`src/rtl/shift_issue_unit.sv`:
```
// Two-stage shift issue stage: S1 forms shifter operands (A = rt, amount in the B[10:6] slot), S2 registers the result.
// Optional build macro SHIFT_CNT_EN adds the op_count completed-operation counter.
module shift_issue_unit #(
    parameter int W     = 32,
    parameter int CNT_W = 16
) (
    input  logic             clk,
    input  logic             rst_n,
    input  logic             in_valid,
    output logic             in_ready,
    input  logic [W-1:0]     in_inst,
    input  logic [W-1:0]     in_rs,
    input  logic [W-1:0]     in_rt,
    output logic             out_valid,
    input  logic             out_ready,
    output logic [W-1:0]     out_res,
    output logic             out_err
`ifdef SHIFT_CNT_EN
    ,
    output logic [CNT_W-1:0] op_count
`endif
);

    // Valid/ready: a transfer happens on a rising edge where valid && ready; a stage
    // advances when it is empty or the stage after it is advancing.

    if (W != 32 || CNT_W < 1) begin : g_bad_cfg
        $error("shift_issue_unit supports W == 32 and CNT_W >= 1 only");
    end

    typedef enum logic [1:0] {
        OP_SLL = 2'd0,
        OP_SRL = 2'd1,
        OP_SRA = 2'd2
    } shift_op_e;

    logic            s1_valid_q, s1_valid_d;
    logic [W-1:0]    s1_a_q, s1_a_d;
    logic [4:0]      s1_amt_q, s1_amt_d;   // the B[10:6] field of the srl32 operand convention
    shift_op_e       s1_op_q, s1_op_d;
    logic            s1_err_q, s1_err_d;

    logic            s2_valid_q, s2_valid_d;
    logic [W-1:0]    s2_res_q, s2_res_d;
    logic            s2_err_q, s2_err_d;

    logic            s1_adv, s2_adv;
    shift_op_e       dec_op;
    logic            dec_var, dec_err;
    logic [W-1:0]    shift_res;

    always_comb begin
        s2_adv = !s2_valid_q || out_ready;
        s1_adv = !s1_valid_q || s2_adv;

        dec_op  = OP_SLL;
        dec_var = 1'b0;
        dec_err = 1'b0;
        case (in_inst[5:0])
            6'b000000: dec_op = OP_SLL;
            6'b000010: dec_op = OP_SRL;
            6'b000011: dec_op = OP_SRA;
            6'b000100: begin dec_op = OP_SLL; dec_var = 1'b1; end
            6'b000110: begin dec_op = OP_SRL; dec_var = 1'b1; end
            6'b000111: begin dec_op = OP_SRA; dec_var = 1'b1; end
            default:   dec_err = 1'b1;
        endcase

        s1_valid_d = s1_valid_q;
        s1_a_d     = s1_a_q;
        s1_amt_d   = s1_amt_q;
        s1_op_d    = s1_op_q;
        s1_err_d   = s1_err_q;
        if (s1_adv) begin
            s1_valid_d = in_valid;
            if (in_valid) begin
                s1_a_d   = in_rt;
                s1_amt_d = dec_var ? in_rs[4:0] : in_inst[10:6];
                s1_op_d  = dec_op;
                s1_err_d = dec_err;
            end
        end

        case (s1_op_q)
            OP_SRL:  shift_res = s1_a_q >> s1_amt_q;
            OP_SRA:  shift_res = W'($signed(s1_a_q) >>> s1_amt_q);
            default: shift_res = s1_a_q << s1_amt_q;
        endcase

        s2_valid_d = s2_valid_q;
        s2_res_d   = s2_res_q;
        s2_err_d   = s2_err_q;
        // An empty S1 leaves S2 data untouched; only the valid bit drops.
        if (s2_adv) begin
            s2_valid_d = s1_valid_q;
            if (s1_valid_q) begin
                s2_res_d = s1_err_q ? '0 : shift_res;
                s2_err_d = s1_err_q;
            end
        end
    end

    always_ff @(posedge clk or negedge rst_n) begin
        if (!rst_n) begin
            s1_valid_q <= 1'b0;
            s1_a_q     <= '0;
            s1_amt_q   <= '0;
            s1_op_q    <= OP_SLL;
            s1_err_q   <= 1'b0;
            s2_valid_q <= 1'b0;
            s2_res_q   <= '0;
            s2_err_q   <= 1'b0;
        end else begin
            s1_valid_q <= s1_valid_d;
            s1_a_q     <= s1_a_d;
            s1_amt_q   <= s1_amt_d;
            s1_op_q    <= s1_op_d;
            s1_err_q   <= s1_err_d;
            s2_valid_q <= s2_valid_d;
            s2_res_q   <= s2_res_d;
            s2_err_q   <= s2_err_d;
        end
    end

    assign in_ready  = s1_adv;
    assign out_valid = s2_valid_q;
    assign out_res   = s2_res_q;
    assign out_err   = s2_err_q;

`ifdef SHIFT_CNT_EN
    logic [CNT_W-1:0] op_cnt_q, op_cnt_d;

    // Counts every delivered result, error results included; wraps naturally.
    always_comb begin
        op_cnt_d = op_cnt_q;
        if (s2_valid_q && out_ready) begin
            op_cnt_d = op_cnt_q + 1'b1;
        end
    end

    always_ff @(posedge clk or negedge rst_n) begin
        if (!rst_n) begin
            op_cnt_q <= '0;
        end else begin
            op_cnt_q <= op_cnt_d;
        end
    end

    assign op_count = op_cnt_q;
`endif

endmodule
```
`config.mk`:
```
export PLATFORM = sky130hd
export DESIGN_NAME = shift_issue_unit
export DESIGN_NICKNAME = d
export VERILOG_FILES = /design/src/rtl/shift_issue_unit.sv
export SDC_FILE = /design/constraint.sdc
export NUM_CORES = 1
export LEC_CHECK = 0
export ABC_CLOCK_PERIOD_IN_PS = 5800
export CAP_MARGIN = 40
export CORE_MARGIN = 5
export CORE_UTILIZATION = 58
export DETAILED_ROUTE_END_ITERATION = 16
export PLACE_DENSITY = 0.87
export SETUP_SLACK_MARGIN = 0.2
export SLEW_MARGIN = 20
export SYNTH_ARGS = -nofsm -noshare
export SYNTH_HDL_FRONTEND = slang
export SYNTH_SLANG_ARGS = --single-unit
```
`constraint.sdc`:
```
create_clock -name clk -period 5.8 [get_ports clk]
set_clock_uncertainty 0.05 [all_clocks]
set_input_delay 0.87 -clock clk [delete_from_list [all_inputs] [get_ports clk]]
set_output_delay 0.87 -clock clk [all_outputs]
set_load 0.01 [all_outputs]
```
==> impl_metrics.py <==
metrics = {
    "outcome": {
        "status": "finished clean",
    },
    "global_route": {
        "grt_pass1_vias": 6900,
        "antenna_found_initial": 1,
        "grt_pass1_wl_mm": 42.81,
        "grt_use_total_pct": 38.56,
        "grt_max_degree": 45,
        "grt_overflow_total": 0,
    },
    "synth": {
        "yosys_warnings": 0,
        "async_flop_share_pct": 100.0,
        "synth_edf_count": 0,
        "synth_nets": 851,
        "seq_area_frac_synth_pct": 25.73,
        "synthTopCellsByArea": "dfrtp_1, mux4_2, mux2_2",
        "synth_cells": 749,
        "synth.distinct_cells": 67,
        "yosysTopAreaCellShare_pct": 25.73,
        "yosys-top-cells-count": "nand2_1, dfrtp_1, mux2_2",
        "synth_ff_type": "dfrtp_1",
        "syn-cell-area_um2": 7294,
        "yosysTopAreaCell": "dfrtp_1",
        "yosysMostFrequentCell": "nand2_1",
        "syn_avg_cell_area_um2": 9.739,
        "ys_ff_latch": 75,
    },
    "drt": {
        "drt_wl_total_mm": 28.41,
        "first_iter_violations": 1418,
        "drt-wirelength-per-cell_um": 29.69,
        "firstDrtPassIters": 6,
        "vias_per_cell": 7.656,
        "drcViolationCount": 0,
        "drt.antenna.violating_nets": 0,
        "vias": 7327,
    },
    "setup_path": {
        "cp-end-kind": "flip-flop",
        "cp-start-kind": "flip-flop",
        "critPathArrivalTime_ps": 3740,
        "cp_max_fo": 29,
        "reg2reg_depth": 6,
        "path_class": "flip-flop to flip-flop",
        "crit_required_ps": 5950,
    },
    "layout": {
        "layout.nets": 883,
        "drive_gt1_share_pct": 21.66,
        "area.growth.synth_to_final_pct": 16.00,
        "antenna_cells": 0,
    },
    "sta": {
        "final_hold_viol_count": 0,
        "period_needed_ps": 3591,
        "finalSetupViolCount": 0,
        "period_share_pct": 61.91,
        "worstMarginPinSlew_ps": 901.7,
        "slew_viol_final": 0,
        "fmax_mhz": 278.5,
        "slew_headroom_pct": 39.25,
        "rsz0062_at_grt": "false",
        "whs_ps": 434.9,
        "fin_setup_tns_ps": 0,
    },
    "die": {
        "dieArea_um2": 14920,
        "placeableCoreArea_um2": 12470,
        "initial_core_util_pct": 58.52,
        "rows": 41,
        "die_x_um": 122.1,
        "ios": 135,
        "die_h_um": 122.1,
    },
    "place": {
        "numPortBuffers": 86,
        "dp_hpwl_mm": 20.39,
        "gp_congestion": 1.064,
    },
    "power_and_ir_drop": {
        "ir_worst_vdd_uv": 202.3,
        "power_density_nw_per_um2": 321.4,
        "power_leakage_uw": 0.003208,
    },
    "clock_tree": {
        "clk_pin_slew_ps": 60,
        "cts.sinks": 75,
        "post_cts_resized": 0,
        "cts_root_buf": "clkbuf_16",
        "htree_levels": 3,
        "ctsHoldBuffers": 0,
        "cts_setup_buffers": 0,
        "clock_latency_ps": 350,
        "max-clock-path-buffers": 2,
        "cts-buffers-inserted": 9,
        "cts_tree": "yes",
    },
    "worst_hold_path": {
        "hp-class": "input port to async pin",
    },
    "run": {
        "drv_cap": 0,
    },
}
==> cells by family after synthesis <==
kind of cell / share of synthesized area (%)
buffers and inverters: 6.158
adder cells (fa/ha/maj): 0.3430
flip-flops: 25.73
AND/OR/NAND/NOR: 12.16
multiplexers: 35.28
AO/OA/AOI/OAI: 20.33
==> worst max-delay path: stages, from the launching register on <==
cell      delay, ps
dfrtp_2         820
buf_4           480
nor2b_1         740
a22oi_1         410
and2_1          280
a221oi_1        450
a311oi_1        180
==> final timing paths <==
check / start / end / slack, ps
max in group asynchronous: rst_n / s1_amt_q[0] / 4640
worst max-delay path: s1_amt_q[1] / out_res[22] / 2210
worst max register to register: s1_amt_q[1] / out_res[22] / 2210
worst min register to register: out_err / out_err / 430
min in group clk: out_err / out_err / 440
worst min-delay path: rst_n / out_res[6] / 430
==> final cells by class <==
| cell class | instances | area (um2) |
|---|---|---|
| multi-input combinational | 576 | 4971 |
| fill | 979 | 4004 |
| sequential | 75 | 1884 |
| timing repair buffer | 104 | 1018 |
| clock buffer | 10 | 239.0 |
| tap | 172 | 215.2 |
| clock inverter | 5 | 77.57 |
| inverter | 15 | 56.30 |
==> state kept, by name, indices dropped and copies added, names as in the netlist <==
signal and flops:
out_res 32, s1_a_q 32, s1_amt_q 5, s1_op_q 2
out_err 1, out_valid 1, s1_err_q 1, s1_valid_q 1
==> through the flow <==
stage               area (um2)  setup WS (ps)  cells  power, uW  utilization [%]
global placement          8090           2409    938       2004            64.90
finish                    8462           2209    957       2719            67.88
CTS                       8454           2361    956       2663            67.82
detailed placement        8138           2403    941       2037            65.28
floorplan                 7295           3278    749       1581                -
global route              8462           2128    957       2804            67.88
==> routing by layer <==
metal | wire [um] | GRT usage (%) | vias to the layer above
met2 | 12630 | 57.70 | 664
met4 | 1523 | 19.59 | 4
li1 | - | - | 3010
met3 | 3484 | 8.589 | 113
met1 | 10710 | 52.70 | 3536
met5 | 60 | 2.431 | -
==> placed cells by master, fill, tap and decap left out, types with 5 or more instances in the layout <==
cell type,synthesis,routed
clkdlybuf4s50_1,0,85
and2_1,7,7
nor2_1,43,43
clkbuf_16,0,9
o221ai_1,7,7
nor3_1,10,10
o2111ai_1,5,5
buf_4,6,17
a21oi_1,36,36
a31oi_1,19,19
nand3_1,21,21
nor2b_1,8,8
a2bb2oi_1,9,9
nand4_1,5,5
o211ai_1,12,12
o21ai_0,31,31
o31ai_1,6,6
mux4_2,56,56
a22oi_1,9,9
mux4_1,5,5
mux2i_1,46,46
a211oi_1,10,10
o22ai_1,11,11
mux2_2,64,64
inv_1,14,14
nand2_1,76,75
dfrtp_1,75,71
a221oi_1,7,7
==> where the power goes <==
part | internal (uW) | switching (uW)
combinational | 605 | 691
sequential | 608 | 192
clock | 385 | 239
Note: power is estimated with default switching activity, not from simulation.
